$ cat src/rtl/dw_win_gen.sv
// Depthwise sliding-window generator: per-channel KxK window from column stream.
// Ports: clk, rstn, data_in/valid_in/sol_in/ready_out in, win_out/valid_out/eol_out/ready_in out.
module dw_win_gen #(
    parameter int CH_NUM     = 18,
    parameter int DATA_WIDTH = 8,
    parameter int K          = 3,
    parameter int STRIDE     = 1,
    parameter int IMG_W      = 32
) (
    input  logic                                clk,
    input  logic                                rstn,
    input  logic [CH_NUM*K*DATA_WIDTH-1:0]      data_in,
    input  logic                                valid_in,
    input  logic                                sol_in,
    output logic                                ready_out,
    output logic [CH_NUM*K*K*DATA_WIDTH-1:0]    win_out,
    output logic                                valid_out,
    output logic                                eol_out,
    input  logic                                ready_in
);

    localparam int CW = (IMG_W > 1) ? $clog2(IMG_W) : 1;
    localparam int WW = CH_NUM*K*K*DATA_WIDTH;
    localparam int RW = K*DATA_WIDTH;
    localparam logic [CW-1:0] LAST = CW'(IMG_W-1);
    localparam logic [CW-1:0] KM1  = CW'(K-1);

    logic [WW-1:0] win_q, win_d, win_sh;
    logic [CW-1:0] col_q, col_d, idx;
    logic          ph_q, ph_d, ph_n;
    logic          valid_q, valid_d;
    logic          eol_q, eol_d;
    logic          acc, emit;

    assign ready_out = !valid_q || ready_in;
    assign acc       = valid_in && ready_out;

    // Index of the column being offered; sol forces a new line.
    always_comb begin
        idx = col_q + 1'b1;
        if (sol_in || col_q == LAST)
            idx = '0;
    end

    // Phase restarts at the first full window, then toggles for stride 2.
    always_comb begin
        ph_n = ph_q;
        if (idx == KM1)
            ph_n = 1'b0;
        else if (idx > KM1)
            ph_n = (STRIDE == 2) ? ~ph_q : 1'b0;
    end

    assign emit = (idx >= KM1) && !ph_n;

    // Each (ch,r) row is K contiguous pixels; c=0 is the lowest slot.
    always_comb begin
        win_sh = win_q;
        for (int ch = 0; ch < CH_NUM; ch++) begin
            for (int r = 0; r < K; r++) begin
                win_sh[(ch*K+r)*RW + DATA_WIDTH +: (K-1)*DATA_WIDTH] =
                    win_q[(ch*K+r)*RW +: (K-1)*DATA_WIDTH];
                win_sh[(ch*K+r)*RW +: DATA_WIDTH] =
                    data_in[(ch*K+r)*DATA_WIDTH +: DATA_WIDTH];
            end
        end
    end

    always_comb begin
        win_d   = win_q;
        col_d   = col_q;
        ph_d    = ph_q;
        valid_d = valid_q;
        eol_d   = eol_q;
        if (acc) begin
            win_d   = win_sh;
            col_d   = idx;
            ph_d    = ph_n;
            valid_d = emit;
            eol_d   = emit && (idx == LAST);
        end else if (ready_in) begin
            valid_d = 1'b0;
            eol_d   = 1'b0;
        end
    end

    always_ff @(posedge clk or negedge rstn) begin
        if (!rstn) begin
            win_q   <= '0;
            col_q   <= LAST;
            ph_q    <= 1'b0;
            valid_q <= 1'b0;
            eol_q   <= 1'b0;
        end else begin
            win_q   <= win_d;
            col_q   <= col_d;
            ph_q    <= ph_d;
            valid_q <= valid_d;
            eol_q   <= eol_d;
        end
    end

    assign win_out   = win_q;
    assign valid_out = valid_q;
    assign eol_out   = eol_q;

endmodule

$ cat config.mk
export PLATFORM = sky130hd
export DESIGN_NAME = dw_win_gen
export DESIGN_NICKNAME = d
export VERILOG_FILES = /design/src/rtl/dw_win_gen.sv
export SDC_FILE = /design/constraint.sdc
export NUM_CORES = 2
export LEC_CHECK = 0
export BUFFER_PORTS_ARGS = -buffer_cell sky130_fd_sc_hd__buf_2
export CAP_MARGIN = 20
export CORE_AREA = 2 2 674 676
export CTS_CLUSTER_SIZE = 16
export DETAILED_ROUTE_END_ITERATION = 6
export DIE_AREA = 0 0 676 678
export MAX_ROUTING_LAYER = met4
export SLEW_MARGIN = 20
export SYNTH_ARGS = -nofsm -noshare
export SYNTH_HDL_FRONTEND = slang
export SYNTH_SLANG_ARGS = --single-unit
$ cat constraint.sdc
create_clock -name clk -period 2.35 [get_ports clk]
set_clock_uncertainty 0.05 [all_clocks]
set_input_delay 0.235 -clock clk [delete_from_list [all_inputs] [get_ports clk]]
set_output_delay 0.235 -clock clk [all_outputs]
set_load 0.02 [all_outputs]
==> results.toml <==
[route]
viasPerCell = 3.35
routed_wl_um = 280000
remaining_drc_errors = 0
firstDrtPassIters = 5
drtIter0Drc = 3254
wl_per_cell_um = 20.0
detail-route-antenna-nets = 0
vias = 46900

[synth]
synth_seq_cells = 1303
synthSimpleGateAreaFrac_pct = 29.6
ys_types = 28
synth_xor_area_share_pct = 0.0176
synth_top_family_by_area = "simple AND/OR/NAND/NOR gates"
ys_seq_area_share_pct = 65.7
yosysWarnings = 0
netlist_instances = 5515
synth_fa_ha_area_share_pct = 0.0504
syn_area_um2 = 49600
syn_area_per_cell_um2 = 9.00
syn-num-nets = 5954
synthMuxAreaShare_pct = 0
synth_compound_area_share_pct = 0.123

[worst_setup_path]
crit_required_ns = 2.07
arrival_ns = 1.89
path_class = "reg2out"
critical_path.top_delay_family = "flip-flops"
critical_path_buf_inv_count = 1
regToRegSetupSlack_ns = 0.25
max_stage_delay_ns = 0.69
crit_path_cell_trace = "buf_2"
path_max_fanout = 3
end_kind = "primary output"
start_kind = "flip-flop"
slowest_stage = "dfrtp_1"

[sta]
hold_viol = 0
setup_viol_count_final = 0
relSlewSlack_pct = 55.9
fin_setup_tns_ns = 0
hold_ws_ns = 0.113
finalCritPeriodShare_pct = 92.5
rsz0062_at_grt = "no"
period_minus_slack_ns = 2.17
worst_pin_slew_ns = 0.662
fmax_ghz = 0.460
slew_violations = 0

[cts]
cts_sinks = 1303
clockBufferDepth = 4
cts_tree = "done"
worstSkewPairLatency_ns = 0.85
cts_buffers = 156
cts-root-buf = "clkbuf_16"
postCtsSetupBuffers = 0
htree_levels = 4
clkTransAtPathRegs_ns = 0.06

[global_routing]
grt_start_max_net_pins = 139
grt_overflow_total = 0
grt_usage_pct = 12.0
antenna_found_initial = 189
grt_pass1_vias = 45300
grt_pass1_wl_um = 376000

[layout]
drive_above_1_share_pct = 26.8
design_area_um2 = 75900
nFillCells = 50600
layout.nets = 8237
area_delta_synth_final_pct = 52.9
layout_common_cells = "nand2_1 (3896), buf_2 (1733), dfrtp_1 (1298)"
final_common_cell = "nand2_1"

[die]
fp.dieH_um = 678
rows = 247
core_um2 = 451000
start_util_pct = 11.0
io-pin-count = 1736
fp.dieArea_um2 = 458000
die_w_um = 676

[placement]
place_area_um2 = 65200
place.gp.congestion = 0.980
port_buffers = 1735
dpl.hpwl_um = 226000

[pwr]
leakage_nw = 40.7
power_density_nw_per_um2 = 1120
vdd_drop_max_mv = 0.627
total_power_w = 0.0847

[run_status]
status = "finished clean"

[min_path]
hold_path.class = "in2reg"

[job]
cap_violations = 0
-- state kept, by name, summed over array words and instances (netlist names) --
| name | flops |
|---|---|
| win_out | 1296 |
| col_q | 5 |
| eol_out | 1 |
| valid_out | 1 |
-- cells by family after synthesis --
| kind of cell | Yosys count |
|---|---|
| XOR/XNOR | 1 |
| buffers and inverters | 290 |
| AND/OR/NAND/NOR | 3910 |
| AO/OA/AOI/OAI | 9 |
| flip-flops | 1303 |
| adder cells (fa/ha/maj) | 2 |
-- routing by layer --
metal  part of all wire, %  up-vias  wire (um)  global-route usage (%)
li1                      -    21300          -                       -
met1                    40    23100     113000                    14.2
met2                    47     1970     131000                    19.1
met3                   8.3      537      23300                    3.53
met4                   4.4        0      12400                    4.96
met5                     0        -          0                       -
-- worst paths after layout --
| kind | start | end | cells past startpoint |
|---|---|---|---|
| setup / recovery | win_out[781]$_DFFE_PN0P_ | win_out[781] | 1 |
| hold / removal | data_in[262] | win_out[774]$_DFFE_PN0P_ | 4 |
| min in group asynchronous | rstn | win_out[476]$_DFFE_PN0P_ | 3 |
| max in group asynchronous | rstn | win_out[82]$_DFFE_PN0P_ | 4 |
| setup reg to reg | col_q[0]$_DFFE_PN1P_ | col_q[4]$_DFFE_PN1P_ | 7 |
| hold reg to reg | win_out[390]$_DFFE_PN0P_ | win_out[398]$_DFFE_PN0P_ | 2 |
-- report_power, final --
part           switching (W)  total, W  internal (W)  leakage [nW]
sequential           0.00511    0.0334        0.0283          16.3
combinational         0.0190    0.0268       0.00775          21.9
clock                 0.0103    0.0245        0.0142          2.49
total                 0.0344    0.0847        0.0503          40.7
-- final cells by class --
class	instances	area, um2	share of cell area, %
multi-input combinational	3922	14800	19.5
clock inverter	43	484	0.638
tap	5976	7480	9.85
sequential	1303	32600	43.0
antenna	83	208	0.274
timing repair buffer	2414	15700	20.6
clock buffer	236	4630	6.10
inverter	1	3.75	0.00494
-- repair_timing --
item                                    in CTS  in global routing
endpoints found under the setup margin       1                  0
resized for setup                            1                  0
hold endpoints to repair                  1721                  0
hold buffers                               537                  0
-- through the flow --
stage,util [%],worst slack (ns),std cells
final,16.8,0.175,14000
after global routing,16.8,0.0795,14000
after CTS,16.8,0.114,13900
after detailed placement,14.5,0.378,13100
after global placement,14.5,0.421,13100
after floorplan,-,0.527,5515
-- synth_stat cells --
library cell / number / share of area [%]
a21o_1: 2 / 0.030
a311oi_1: 1 / 0.018
a31o_2: 1 / 0.018
a31oi_1: 1 / 0.013
and2_1: 1 / 0.013
and3_1: 1 / 0.013
buf_2: 105 / 1.1
buf_4: 1 / 0.015
buf_6: 132 / 3.0
buf_8: 1 / 0.030
clkbuf_1: 50 / 0.38
dfrtp_1: 1298 / 65
dfstp_2: 5 / 0.26
ha_1: 2 / 0.050
inv_1: 1 / 0.0076
nand2_1: 3896 / 29
nand2_2: 1 / 0.013
nand2b_4: 1 / 0.028
nand3_1: 4 / 0.040
nand4b_1: 1 / 0.018
nor2_1: 1 / 0.0076
nor2b_1: 1 / 0.013
nor3_1: 1 / 0.010
nor3b_1: 1 / 0.015
nor4_1: 1 / 0.013
o21ai_0: 3 / 0.030
o31ai_1: 1 / 0.015
xor2_1: 1 / 0.018
(Power assumes the default switching activity.)
